[src/rtl/bus_pkg.sv]
// Shared bus definitions used by bus_mux and bus_fifo: default data width and beat type.
package bus_pkg;

  localparam int BUS_DATA_WIDTH = 32;

  typedef logic [BUS_DATA_WIDTH-1:0] bus_data_t;

endpackage

[src/rtl/bus_if.sv]
// Valid/ready beat channel; master drives valid/data, slave drives ready.
interface bus_if #(
  parameter int DATA_WIDTH = bus_pkg::BUS_DATA_WIDTH
);

  logic                  valid;
  logic                  ready;
  logic [DATA_WIDTH-1:0] data;

  modport master (output valid, output data, input ready);
  modport slave  (input valid, input data, output ready);

endinterface

[src/rtl/bus_fifo_chk.sv]
// Simulation-only protocol checks for bus_fifo: fill bound, overflow and output hold rule.
module bus_fifo_chk #(
  parameter int DATA_WIDTH = 32,
  parameter int DEPTH      = 4,
  localparam int CNT_W     = $clog2(DEPTH) + 1
) (
  input logic                  i_clk,
  input logic                  i_rst,
  input logic [CNT_W-1:0]      i_count,
  input logic                  i_full,
  input logic                  i_s_valid,
  input logic                  i_s_ready,
  input logic                  i_m_valid,
  input logic                  i_m_ready,
  input logic [DATA_WIDTH-1:0] i_m_data
);

  a_count_bound : assert property (@(posedge i_clk) disable iff (i_rst)
    i_count <= CNT_W'(DEPTH));

  a_no_push_full : assert property (@(posedge i_clk) disable iff (i_rst)
    !(i_s_valid && i_s_ready && i_full));

  a_hold_stalled : assert property (@(posedge i_clk) disable iff (i_rst)
    (i_m_valid && !i_m_ready) |=> (i_m_valid && (i_m_data == $past(i_m_data))));

endmodule

[src/rtl/bus_fifo_ram.sv]
// DEPTH x DATA_WIDTH storage for bus_fifo: synchronous write, asynchronous read, contents never reset.
module bus_fifo_ram
  import bus_pkg::*;
#(
  parameter int DATA_WIDTH = BUS_DATA_WIDTH,
  parameter int DEPTH      = 4,
  localparam int PTR_W     = $clog2(DEPTH)
) (
  input  logic                  i_clk,
  input  logic                  i_we,
  input  logic [PTR_W-1:0]      i_waddr,
  input  logic [DATA_WIDTH-1:0] i_wdata,
  input  logic [PTR_W-1:0]      i_raddr,
  output logic [DATA_WIDTH-1:0] o_rdata
);

  logic [DATA_WIDTH-1:0] mem_r [DEPTH];

  // Write port: one beat per cycle when enabled.
  always_ff @(posedge i_clk) begin
    if (i_we) begin
      mem_r[i_waddr] <= i_wdata;
    end
  end

  assign o_rdata = mem_r[i_raddr];

endmodule

[src/rtl/bus_fifo.sv]
// Elastic valid/ready buffer downstream of bus_mux with fill-level status.
// Define BUS_FIFO_CUT_THROUGH_EN to let a beat bypass storage when the FIFO is empty.
module bus_fifo
  import bus_pkg::*;
#(
  parameter int DATA_WIDTH = BUS_DATA_WIDTH,
  parameter int DEPTH      = 4
) (
  input  logic                   i_clk,
  input  logic                   i_rst,
  bus_if.slave                   slave_if,
  bus_if.master                  master_if,
  output logic [$clog2(DEPTH):0] o_count,
  output logic                   o_full,
  output logic                   o_empty
);

  localparam int PTR_W = $clog2(DEPTH);
  localparam int CNT_W = PTR_W + 1;

  logic [PTR_W-1:0]      wr_ptr_r;
  logic [PTR_W-1:0]      rd_ptr_r;
  logic [CNT_W-1:0]      count_r;
  logic [CNT_W-1:0]      count_next_s;
  logic                  full_r;
  logic                  empty_r;
  logic                  push_s;
  logic                  pop_s;
  logic                  wr_en_s;
  logic                  rd_en_s;
  logic [DATA_WIDTH-1:0] ram_rdata_s;

  // Ready never looks at master_if.ready, so no combinational path runs master -> slave.
  assign slave_if.ready = !full_r && !i_rst;
  assign push_s         = slave_if.valid && slave_if.ready;
  assign pop_s          = master_if.valid && master_if.ready;

`ifdef BUS_FIFO_CUT_THROUGH_EN
  // Empty FIFO forwards the upstream beat; if taken at once it never touches storage.
  assign master_if.valid = empty_r ? (slave_if.valid && !i_rst) : 1'b1;
  assign master_if.data  = empty_r ? slave_if.data : ram_rdata_s;
  assign wr_en_s         = push_s && !(empty_r && master_if.ready);
  assign rd_en_s         = pop_s && !empty_r;
`else
  assign master_if.valid = !empty_r;
  assign master_if.data  = ram_rdata_s;
  assign wr_en_s         = push_s;
  assign rd_en_s         = pop_s;
`endif

  // Next fill level from the storage-side write/read enables.
  always_comb begin
    count_next_s = count_r;
    case ({wr_en_s, rd_en_s})
      2'b10:   count_next_s = count_r + CNT_W'(1);
      2'b01:   count_next_s = count_r - CNT_W'(1);
      default: count_next_s = count_r;
    endcase
  end

  // Pointers, fill level and registered status flags.
  always_ff @(posedge i_clk) begin
    if (i_rst) begin
      wr_ptr_r <= {PTR_W{1'b0}};
      rd_ptr_r <= {PTR_W{1'b0}};
      count_r  <= {CNT_W{1'b0}};
      full_r   <= 1'b0;
      empty_r  <= 1'b1;
    end else begin
      if (wr_en_s) begin
        wr_ptr_r <= wr_ptr_r + PTR_W'(1);
      end
      if (rd_en_s) begin
        rd_ptr_r <= rd_ptr_r + PTR_W'(1);
      end
      count_r <= count_next_s;
      full_r  <= (count_next_s == CNT_W'(DEPTH));
      empty_r <= (count_next_s == {CNT_W{1'b0}});
    end
  end

  assign o_count = count_r;
  assign o_full  = full_r;
  assign o_empty = empty_r;

  bus_fifo_ram #(
    .DATA_WIDTH (DATA_WIDTH),
    .DEPTH      (DEPTH)
  ) u_ram (
    .i_clk   (i_clk),
    .i_we    (wr_en_s),
    .i_waddr (wr_ptr_r),
    .i_wdata (slave_if.data),
    .i_raddr (rd_ptr_r),
    .o_rdata (ram_rdata_s)
  );

  bus_fifo_chk #(
    .DATA_WIDTH (DATA_WIDTH),
    .DEPTH      (DEPTH)
  ) u_chk (
    .i_clk     (i_clk),
    .i_rst     (i_rst),
    .i_count   (count_r),
    .i_full    (full_r),
    .i_s_valid (slave_if.valid),
    .i_s_ready (slave_if.ready),
    .i_m_valid (master_if.valid),
    .i_m_ready (master_if.ready),
    .i_m_data  (master_if.data)
  );

endmodule

[src/flat_wrapper.sv]
// flat-port wrapper written by rule: the top's interface ports become plain ports
module bus_fifo_flat import bus_pkg::*;
#(
  parameter int DATA_WIDTH = BUS_DATA_WIDTH,
  parameter int DEPTH      = 4
)
  (i_clk, i_rst, o_count, o_full, o_empty, slave_if_valid, slave_if_data, slave_if_ready, master_if_valid, master_if_data, master_if_ready);
  bus_if #(.DATA_WIDTH(DATA_WIDTH)) slave_if_i ();
  bus_if #(.DATA_WIDTH(DATA_WIDTH)) master_if_i ();
  input  logic i_clk;
  input  logic i_rst;
  output logic [$clog2(DEPTH):0] o_count;
  output logic o_full;
  output logic o_empty;
  input wire logic [$bits(slave_if_i.valid)-1:0] slave_if_valid;
  input wire logic [$bits(slave_if_i.data)-1:0] slave_if_data;
  output wire logic [$bits(slave_if_i.ready)-1:0] slave_if_ready;
  output wire logic [$bits(master_if_i.valid)-1:0] master_if_valid;
  output wire logic [$bits(master_if_i.data)-1:0] master_if_data;
  input wire logic [$bits(master_if_i.ready)-1:0] master_if_ready;
  assign slave_if_i.valid = slave_if_valid;
  assign slave_if_i.data = slave_if_data;
  assign slave_if_ready = slave_if_i.ready;
  assign master_if_valid = master_if_i.valid;
  assign master_if_data = master_if_i.data;
  assign master_if_i.ready = master_if_ready;
  bus_fifo #(.DATA_WIDTH(DATA_WIDTH), .DEPTH(DEPTH)) u_core (.i_clk(i_clk), .i_rst(i_rst), .slave_if(slave_if_i), .master_if(master_if_i), .o_count(o_count), .o_full(o_full), .o_empty(o_empty));
endmodule
[config.mk]
export PLATFORM = sky130hd
export DESIGN_NAME = bus_fifo_flat
export DESIGN_NICKNAME = d
export VERILOG_FILES = /design/src/rtl/bus_pkg.sv /design/src/rtl/bus_if.sv /design/src/rtl/bus_fifo_chk.sv /design/src/rtl/bus_fifo_ram.sv /design/src/rtl/bus_fifo.sv /design/src/flat_wrapper.sv
export SDC_FILE = /design/constraint.sdc
export NUM_CORES = 1
export LEC_CHECK = 0
export ABC_AREA = 0
export CAP_MARGIN = 20
export CORE_ASPECT_RATIO = 0.9
export CORE_MARGIN = 4
export CORE_UTILIZATION = 45
export CTS_BUF_LIST = sky130_fd_sc_hd__clkbuf_4
export DETAILED_ROUTE_END_ITERATION = 10
export HOLD_SLACK_MARGIN = 0.05
export PLACE_DENSITY_LB_ADDON = 0.05
export REMOVE_ABC_BUFFERS = 1
export SLEW_MARGIN = 0
export SYNTH_ARGS = -nofsm -noshare
export SYNTH_HDL_FRONTEND = slang
export SYNTH_HIERARCHICAL = 1
export SYNTH_SLANG_ARGS = --single-unit
[constraint.sdc]
create_clock -name i_clk -period 4.52 [get_ports i_clk]
set_input_delay 0.904 -clock i_clk [delete_from_list [all_inputs] [get_ports i_clk]]
set_output_delay 0.904 -clock i_clk [all_outputs]
set_load 0.02 [all_outputs]
==> impl_metrics.py, run 1 <==
metrics = {
    "clock_network": {
        "hold_buffers": 0,
        "clock-root-buffer": "clkbuf_4",
        "clk_latency_ns": 0.49,
        "cts_resized": 0,
        "cts_tree": "done",
        "cts_max_path_buffers": 2,
        "numCtsBuffers": 17,
        "clock_sink_count": 137,
        "htreeDepth": 4,
        "post_cts_buffers": 0,
        "clk_pin_slew_worst_paths_ns": 0.10,
    },
    "sta": {
        "holdWs_ns": 0.586,
        "final_max_slew_viol_count": 0,
        "fmax_ghz": 0.280,
        "rsz0062_at_grt": "false",
        "post-route-period-util_pct": 78.9,
        "worst_slew_pin_slew_ns": 0.908,
        "setup_tns_ns": 0,
        "finalSetupViolCount": 0,
        "fin_skew_ns": 0.0147,
        "max_slew_margin_pct": 39.5,
        "min_period_ns": 3.57,
        "hold_viol_final": 0,
    },
    "critical_path": {
        "reg2regPathDepth": 7,
        "critPathLaunchType": "flop",
        "cp_slowest_stage_delay_ns": 0.70,
        "cp_slowest_cell": "dfxtp_2",
        "critPathBufInv": 2,
        "cp.arrival_ns": 2.66,
        "critPathRequiredTime_ns": 3.62,
        "crit_family": "buffers and inverters",
        "setup.worst_path.class": "reg -> out",
        "cp-startpoint": "u_core/rd_ptr_r[0]",
        "reg2reg_slack_ns": 2.46,
        "worstPathCellList": "buf_4 -> mux4_1 -> clkdlybuf4s50_1",
        "rr_endpoint": "u_core/o_full",
        "timing.rr.start": "u_core/o_full",
        "crit_fanout": 16,
        "endpoint_kind": "output pin",
    },
    "layout": {
        "areaGrowthSynthToFinish_pct": 22.5,
        "stdcell_count": 468,
        "nNetsFinal": 341,
        "antenna_cells": 0,
        "fillerInstances": 873,
        "final_layout_size_suffix_gt1_share_pct": 22.2,
        "fin_area_um2": 6270,
    },
    "routing": {
        "wirelength_mm": 8.29,
        "final_antenna_net_count": 0,
        "post_drt_wl_per_cell_um": 17.7,
        "vias": 2362,
        "first_iter_violations": 149,
        "drtPass1Iterations": 4,
        "vias_per_cell": 5.05,
        "drc_errors": 0,
    },
    "power": {
        "p_sw_share_pct": 22.9,
        "power-per-cell-area_nw_per_um2": 424,
        "pwr-share-clk_pct": 29.6,
        "pwr-share-comb_pct": 15.0,
        "p_leak_nw": 1.99,
        "switchingPower_mw": 0.610,
        "seqPwrFrac_pct": 55.3,
        "vdd_drop_max_mv": 0.285,
        "p_int_mw": 2.05,
    },
    "worst_hold_path": {
        "min-delay-start": "u_core/o_count[1]",
        "worstHoldPathType": "reg -> reg",
        "hold_end": "u_core/o_count[1]",
        "whs_path_depth": 2,
    },
    "global_routing": {
        "grt_max_degree": 34,
        "grt_pass1_vias": 2517,
        "grt_pass1_wl_mm": 13.2,
        "track_usage_pct": 13.7,
        "overflow": 0,
        "antenna_found_initial": 0,
    },
    "placement": {
        "placed_area_um2": 5990,
        "dp_cells": 436,
        "place_congestion": 0.714,
        "portBuffers": 74,
        "post-dp-hpwl_mm": 4.90,
    },
    "die": {
        "coreArea_um2": 11000,
        "pin_count": 75,
        "die_h_um": 109,
        "dieArea_um2": 13200,
        "die_w_um": 120,
        "start_util_pct": 46.6,
        "num_rows": 36,
    },
    "yosys": {
        "yosysTopAreaCell": "edfxtp_1",
        "synth_seq_cells": 137,
        "synth_cell_type_count": 26,
        "yosysTopAreaCellShare_pct": 75.1,
        "syn_area_per_cell_um2": 23.8,
        "syn_inst": 215,
        "synth-seq-area-share_pct": 78.6,
        "syn-cell-area_um2": 5120,
        "yosysWarningCount": 6,
        "yosys-top-cells-area": "edfxtp_1 75%, mux4_2 13%, dfxtp_1 3.5%",
    },
    "status": {
        "status": "finished clean",
    },
    "job": {
        "cap_violations": 0,
    },
}
==> Yosys cell counts (all sizes together) <==
master and number:
nand2b 1, nand3b 2, xor2 4, buf 9, nor2b 3, xnor2 3, mux2i 1, edfxtp 128
a221o 1, ha 1, a211oi 1, and3 1, fa 1, or3 1, nor2 8, a21oi 2
mux4 32, and3b 2, dfxtp 9, inv 2, o21ai 1, nor3b 2
==> flip-flops by register name (all words and copies together) (netlist names) <==
| register | cells |
|---|---|
| u_core/wr_ptr_r | 2 |
| u_core/o_count | 3 |
| u_core/o_empty | 1 |
| u_core/rd_ptr_r | 2 |
| u_core/o_full | 1 |
| u_core/u_ram/mem_r | 128 |
==> power groups by stage <==
stage | registers [mW] | logic [mW] | clock network, mW
final | 1.47 | 0.400 | 0.789
after global routing | 1.48 | 0.428 | 0.883
after CTS | 1.48 | 0.408 | 0.818
after global placement | 1.50 | 0.407 | 0
after detailed placement | 1.51 | 0.406 | 0
after floorplan | 1.52 | 0.202 | 0
==> final cells by class <==
class / count / area (µm²) / area share [%]
timing repair buffer: 78 / 771 / 12.3
inverter: 2 / 7.51 / 0.120
clock inverter: 11 / 129 / 2.05
sequential: 137 / 4030 / 64.2
multi-input combinational: 67 / 993 / 15.8
clock buffer: 21 / 158 / 2.51
tap: 152 / 190 / 3.03
==> stage by stage <==
step / util, % / worst slack [ns] / power [mW]
global route: 57.1 / 0.701 / 2.79
finish: 57.1 / 0.954 / 2.66
global placement: 54.5 / 1.33 / 1.91
CTS: 57.1 / 0.796 / 2.70
floorplan: - / 0.427 / 1.72
detailed placement: 54.5 / 1.30 / 1.91
==> worst max-delay path by stage <==
stage / cells after the start / to
floorplan: 4 / u_core/u_ram/mem_r[0][0]
global placement: 3 / slave_if_ready
detailed placement: 7 / u_core/o_full
CTS: 3 / master_if_data[0]
global route: 3 / master_if_data[0]
finish: 3 / master_if_data[0]
==> routing by layer <==
| layer | vias up | global-route usage, % | routed length, µm |
|---|---|---|---|
| li1 | 1075 | - | - |
| met1 | 1222 | 16.5 | 3540 |
| met2 | 57 | 22.5 | 4190 |
| met3 | 8 | 5.86 | 475 |
| met4 | 0 | 4.85 | 82 |
| met5 | - | 0 | 0 |
==> layout by cell type, fill, tap and decap left out, types with 2 or more instances in the layout <==
cell	count
nor2b_1	3
bufinv_16	3
nor2_1	8
mux4_1	2
clkinv_1	3
dfxtp_1	7
xnor2_1	3
edfxtp_1	128
buf_4	4
and3b_2	2
mux4_2	30
a21oi_1	2
clkdlybuf4s50_1	74
xor2_1	4
inv_1	2
dfxtp_2	2
clkbuf_4	21
nand3b_1	2
clkinv_2	4
==> tightest hold or removal path, stage by stage (launching register included) <==
cell     delay (ns)
dfxtp_1        0.36
mux2i_1        0.14
nor2_1         0.05
==> cells by family (layout without fill, tap and decap cells) <==
kind of cell               count (synthesis)  after routing  share of synthesized area (%)
AOI/OAI and AO/OA                          5              5                          0.733
xor gates and xnor gates                   7              7                           1.20
adders and majority gates                  2              2                          0.635
buffers and inverters                     11            112                           2.20
DFF                                      137            137                           78.6
muxes                                     33             33                           14.4
and+or+nand+nor                           20             20                           2.25
(Power assumes the default switching activity.)
==> run 2: changes to the inputs <==
==> constraint.sdc (replaced) <==
create_clock -name i_clk -period 3.66 [get_ports i_clk]
set_input_delay 0.732 -clock i_clk [delete_from_list [all_inputs] [get_ports i_clk]]
set_output_delay 0.732 -clock i_clk [all_outputs]
set_load 0.02 [all_outputs]
==> impl_metrics.py, run 2 (synthesis gave the netlist of run 1 again) <==
metrics = {
    "critical_path": {
        "reg2reg_slack_ns": 1.56,
        "cp_slowest_cell": "mux4_2",
        "setup.worst_path.class": "reg -> out",
        "cp.arrival_ns": 2.57,
        "crit_fanout": 16,
        "worstPathCellList": "buf_4 -> mux4_2 -> clkdlybuf4s50_1",
        "cp_slowest_stage_delay_ns": 0.58,
        "endpoint_kind": "output pin",
        "critPathLaunchType": "flop",
        "critPathRequiredTime_ns": 2.93,
        "rr_endpoint": "u_core/o_full",
        "timing.rr.start": "u_core/o_full",
        "reg2regPathDepth": 7,
    },
    "die": {
        "die_w_um": 120,
        "dieArea_um2": 13200,
        "coreArea_um2": 11000,
        "start_util_pct": 46.6,
        "pin_count": 75,
        "num_rows": 36,
        "die_h_um": 109,
    },
    "worst_hold_path": {
        "min-delay-start": "u_core/o_count[1]",
        "whs_path_depth": 2,
        "hold_end": "u_core/o_count[1]",
        "worstHoldPathType": "reg -> reg",
    },
    "routing": {
        "wirelength_mm": 8.62,
        "drc_errors": 0,
        "post_drt_wl_per_cell_um": 18.1,
        "drtPass1Iterations": 6,
        "vias_per_cell": 4.92,
        "vias": 2342,
        "first_iter_violations": 154,
        "final_antenna_net_count": 0,
    },
    "clock_network": {
        "cts_tree": "done",
        "clk_latency_ns": 0.49,
        "cts_max_path_buffers": 2,
        "clk_pin_slew_worst_paths_ns": 0.11,
        "cts_resized": 0,
        "clock-root-buffer": "clkbuf_4",
        "htreeDepth": 4,
        "numCtsBuffers": 17,
        "clock_sink_count": 137,
        "post_cts_buffers": 0,
        "hold_buffers": 0,
    },
    "layout": {
        "nNetsFinal": 349,
        "final_layout_size_suffix_gt1_share_pct": 23.8,
        "largest-register": "u_core/u_ram/mem_r",
        "areaGrowthSynthToFinish_pct": 23.1,
        "layout_commonest_cell": "edfxtp_1",
        "mostFrequentLayoutCells": "128 x edfxtp_1, 74 x clkdlybuf4s50_1, 30 x mux4_2",
        "fillerInstances": 884,
        "antenna_cells": 0,
        "largest_register_ffs": 128,
    },
    "global_routing": {
        "grt_max_degree": 23,
        "antenna_found_initial": 0,
        "grt_pass1_vias": 2469,
        "grt_pass1_wl_mm": 13.4,
        "overflow": 0,
        "track_usage_pct": 14.1,
    },
    "sta": {
        "final_max_slew_viol_count": 0,
        "hold_viol_final": 0,
        "finalSetupViolCount": 0,
        "fin_skew_ns": 0.00718,
        "holdWs_ns": 0.591,
        "post-route-period-util_pct": 90.1,
        "worst_slew_pin_slew_ns": 0.611,
        "rsz0062_at_grt": "false",
        "fmax_ghz": 0.303,
        "min_period_ns": 3.30,
        "max_slew_margin_pct": 59.3,
    },
    "power": {
        "power-per-cell-area_nw_per_um2": 510,
        "vdd_drop_max_mv": 0.316,
        "power_mw": 3.22,
        "p_leak_nw": 2.03,
    },
    "status": {
        "status": "finished clean",
    },
    "job": {
        "cap_violations": 0,
    },
    "placement": {
        "portBuffers": 74,
        "post-dp-hpwl_mm": 5.50,
        "place_congestion": 0.714,
    },
}
-- run 2: changes by cell type in the layout (fill, tap and decap cells not counted), sizes merged --
cell	delta
clkbuf	-1
bufinv	-1
buf	+8
clkinv	+2
-- run 2: how the worst max path moves through the flow --
| stage | start | endpoint | slack [ns] | cells past startpoint |
|---|---|---|---|---|
| floorplan | slave_if_valid | u_core/u_ram/mem_r[0][0] | -0.26 | 4 |
| global placement | i_rst | u_core/o_full | 0.63 | 7 |
| detailed placement | i_rst | u_core/o_full | 0.60 | 7 |
| CTS | u_core/rd_ptr_r[0] | master_if_data[25] | 0.23 | 3 |
| global route | u_core/rd_ptr_r[0] | master_if_data[25] | 0.17 | 3 |
| finish | u_core/rd_ptr_r[0] | master_if_data[25] | 0.36 | 3 |
-- run 2: final cells by class --
| class | count | area, µm² | share of cell area (%) |
|---|---|---|---|
| inverter | 2 | 7.51 | 0.119 |
| tap | 152 | 190 | 3.02 |
| sequential | 137 | 4030 | 63.8 |
| clock inverter | 12 | 108 | 1.71 |
| multi-input combinational | 67 | 993 | 15.8 |
| clock buffer | 20 | 150 | 2.38 |
| timing repair buffer | 86 | 831 | 13.2 |
-- run 2: per-stage QoR --
step / instance area [µm²] / std cells / setup WS [ns] / util, % / setup TNS [ns]
final: 6310 / 476 / 0.363 / 57.4 / 0
after global routing: 6310 / 476 / 0.168 / 57.4 / 0
after CTS: 6310 / 476 / 0.232 / 57.4 / 0
after detailed placement: 6050 / 444 / 0.602 / 55.0 / 0
after global placement: 6050 / 444 / 0.633 / 55.0 / 0
after floorplan: 5020 / 206 / -0.261 / - / -8.34
-- run 2: critical path, delay by kind of cell (launching register included) --
kind / cells / cell delay, ns
flip-flops: 1 / 0.54
buffers and inverters: 2 / 0.95
multiplexers: 1 / 0.58
-- run 2: power by group --
| group | leakage, nW | total [mW] | internal, mW | switching (mW) |
|---|---|---|---|---|
| Combinational | 0.642 | 0.509 | 0.270 | 0.239 |
| Clock | 0.146 | 0.897 | 0.413 | 0.483 |
| Sequential | 1.24 | 1.81 | 1.77 | 0.0361 |
-- run 2: per-layer routing --
| metal | part of all wire (%) | global-route usage, % | vias up |
|---|---|---|---|
| met4 | 0.78 | 5.10 | 0 |
| met5 | 0 | 0 | - |
| li1 | - | - | 1092 |
| met1 | 41 | 16.8 | 1188 |
| met3 | 5.8 | 5.71 | 8 |
| met2 | 52 | 23.5 | 54 |
==> run 3: changes to the inputs <==
--- a/config.mk
+++ b/config.mk
@@ -6,11 +6,12 @@
 export NUM_CORES = 1
 export LEC_CHECK = 0
 export ABC_AREA = 0
-export CAP_MARGIN = 20
+export CAP_MARGIN = 25
 export CORE_ASPECT_RATIO = 0.9
 export CORE_MARGIN = 4
 export CORE_UTILIZATION = 45
 export CTS_BUF_LIST = sky130_fd_sc_hd__clkbuf_4
+export CTS_CLUSTER_DIAMETER = 50
 export DETAILED_ROUTE_END_ITERATION = 10
 export HOLD_SLACK_MARGIN = 0.05
 export PLACE_DENSITY_LB_ADDON = 0.05
==> results of run 3 <==
The final DEF is identical to that of run 2; final timing and power are the same.
==> variant (config.mk and constraints of run 1) <==
`DEPTH` is set to 4 in 4 places; all go to 8.
--- a/src/rtl/bus_fifo_chk.sv
+++ b/src/rtl/bus_fifo_chk.sv
@@ -2,5 +2,5 @@
 module bus_fifo_chk #(
   parameter int DATA_WIDTH = 32,
-  parameter int DEPTH      = 4,
+  parameter int DEPTH      = 8,
   localparam int CNT_W     = $clog2(DEPTH) + 1
 ) (
--- a/src/rtl/bus_fifo_ram.sv
+++ b/src/rtl/bus_fifo_ram.sv
@@ -4,5 +4,5 @@
 #(
   parameter int DATA_WIDTH = BUS_DATA_WIDTH,
-  parameter int DEPTH      = 4,
+  parameter int DEPTH      = 8,
   localparam int PTR_W     = $clog2(DEPTH)
 ) (
--- a/src/rtl/bus_fifo.sv
+++ b/src/rtl/bus_fifo.sv
@@ -5,5 +5,5 @@
 #(
   parameter int DATA_WIDTH = BUS_DATA_WIDTH,
-  parameter int DEPTH      = 4
+  parameter int DEPTH      = 8
 ) (
   input  logic                   i_clk,
--- a/src/flat_wrapper.sv
+++ b/src/flat_wrapper.sv
@@ -3,5 +3,5 @@
 #(
   parameter int DATA_WIDTH = BUS_DATA_WIDTH,
-  parameter int DEPTH      = 4
+  parameter int DEPTH      = 8
 )
   (i_clk, i_rst, o_count, o_full, o_empty, slave_if_valid, slave_if_data, slave_if_ready, master_if_valid, master_if_data, master_if_ready);
Interface: changed (resized o_count); port bits go from 75 to 76. No check against the original RTL was run, so the function may have changed too.
==> variant against run 1 <==
- area after synthesis is 100% higher
- final cell count is 98% higher
- worst setup slack worse by 420 ps
- wire length is 130% higher
- first-iteration DRC count is 94% higher
- sequential cell count is 131 higher
- final area is 99% higher
- non-clock buffer count is 12 higher
- power is 120% higher
- critical path type unchanged
- highest routed layer unchanged
==> variant: results (changes against run 1) <==
* Antenna violations before repair at 1 (was 0)
* Maximum VDD drop at 0.000238 V (was 0.000285 V)
* WHS Endpoint: u_core/wr_ptr_r[2] (was u_core/o_count[1])
* FF+latch count at 268 (was 137)
* Clock Path Buffers at 3 (was 2)
* Clock-pin slew on the worst setup and hold paths at 60 ps (was 100 ps)
* Vias per cell at 5.33 (was 5.05)
* H-tree depth at 3 (was 4)
* Buffer count excluding the clock tree in the final layout at 90 (was 78)
* Post-layout net count at 631 (was 341)
* Synth Area in XOR/XNOR at 0.672% (was 1.20%)
* Multi-input combinational area share at 19.3% (was 15.8%)
* ClkCell Share at 6.74% (was 4.57%)
* Post-synth top cells: edfxtp_1 (256), mux4_1 (40), mux2_2 (32) (was edfxtp_1 (128), mux4_2 (30), dfxtp_1 (9))
* Setup slack after layout at 539 ps (was 954 ps)
* Status: finished, final reports clean (unchanged)
* Filler cells at 1785 (was 873)
* CTS Buf Count at 69 (was 17)
* Largest register FFs at 256 (was 128)
* Port Buffers at 75 (was 74)
* Compound-gate portion of the synthesized area at 0.696% (was 0.733%)
* Wire per inst at 20.9 um (was 17.7 um)
* Synth top area cells: edfxtp_1 (74%), mux4_1 (10%), mux4_2 (5.2%) (was edfxtp_1 (75%), mux4_2 (13%), dfxtp_1 (3.5%))
* Hold_ws at 543 ps (was 586 ps)
* Critical path data arrival time at 3080 ps (was 2660 ps)
==> variant: per-stage QoR <==
| stage | instances | instance area, um2 |
|---|---|---|
| final | 927 | 12500 |
| after global routing | 927 | 12500 |
| after CTS | 926 | 12500 |
| after detailed placement | 817 | 11600 |
| after global placement | 817 | 11600 |
| after floorplan | 430 | 10300 |
==> variant: worst register-to-register path, cell delays in order, from the launching register on <==
cell and delay (ps):
dfxtp_1 320, or3b_4 410, clkinv_4 90, nor2_2 60, xor2_1 140, ha_1 190, a21oi_1 190, nor2b_1 180
a21oi_1 100, xor2_1 230, nor4bb_1 230
==> variant: power breakdown <==
group | total [mW] | internal (mW) | switching [mW]
clock | 1.99 | 1.12 | 0.873
sequential | 2.86 | 2.79 | 0.0752
combinational | 0.877 | 0.479 | 0.398
total | 5.74 | 4.39 | 1.35
==> variant: per-layer routing <==
metal | up-vias | GRT usage, %
li1 | 2233 | -
met1 | 2562 | 20.6
met2 | 112 | 23.8
met3 | 32 | 4.31
met4 | 0 | 6.11
met5 | - | 0
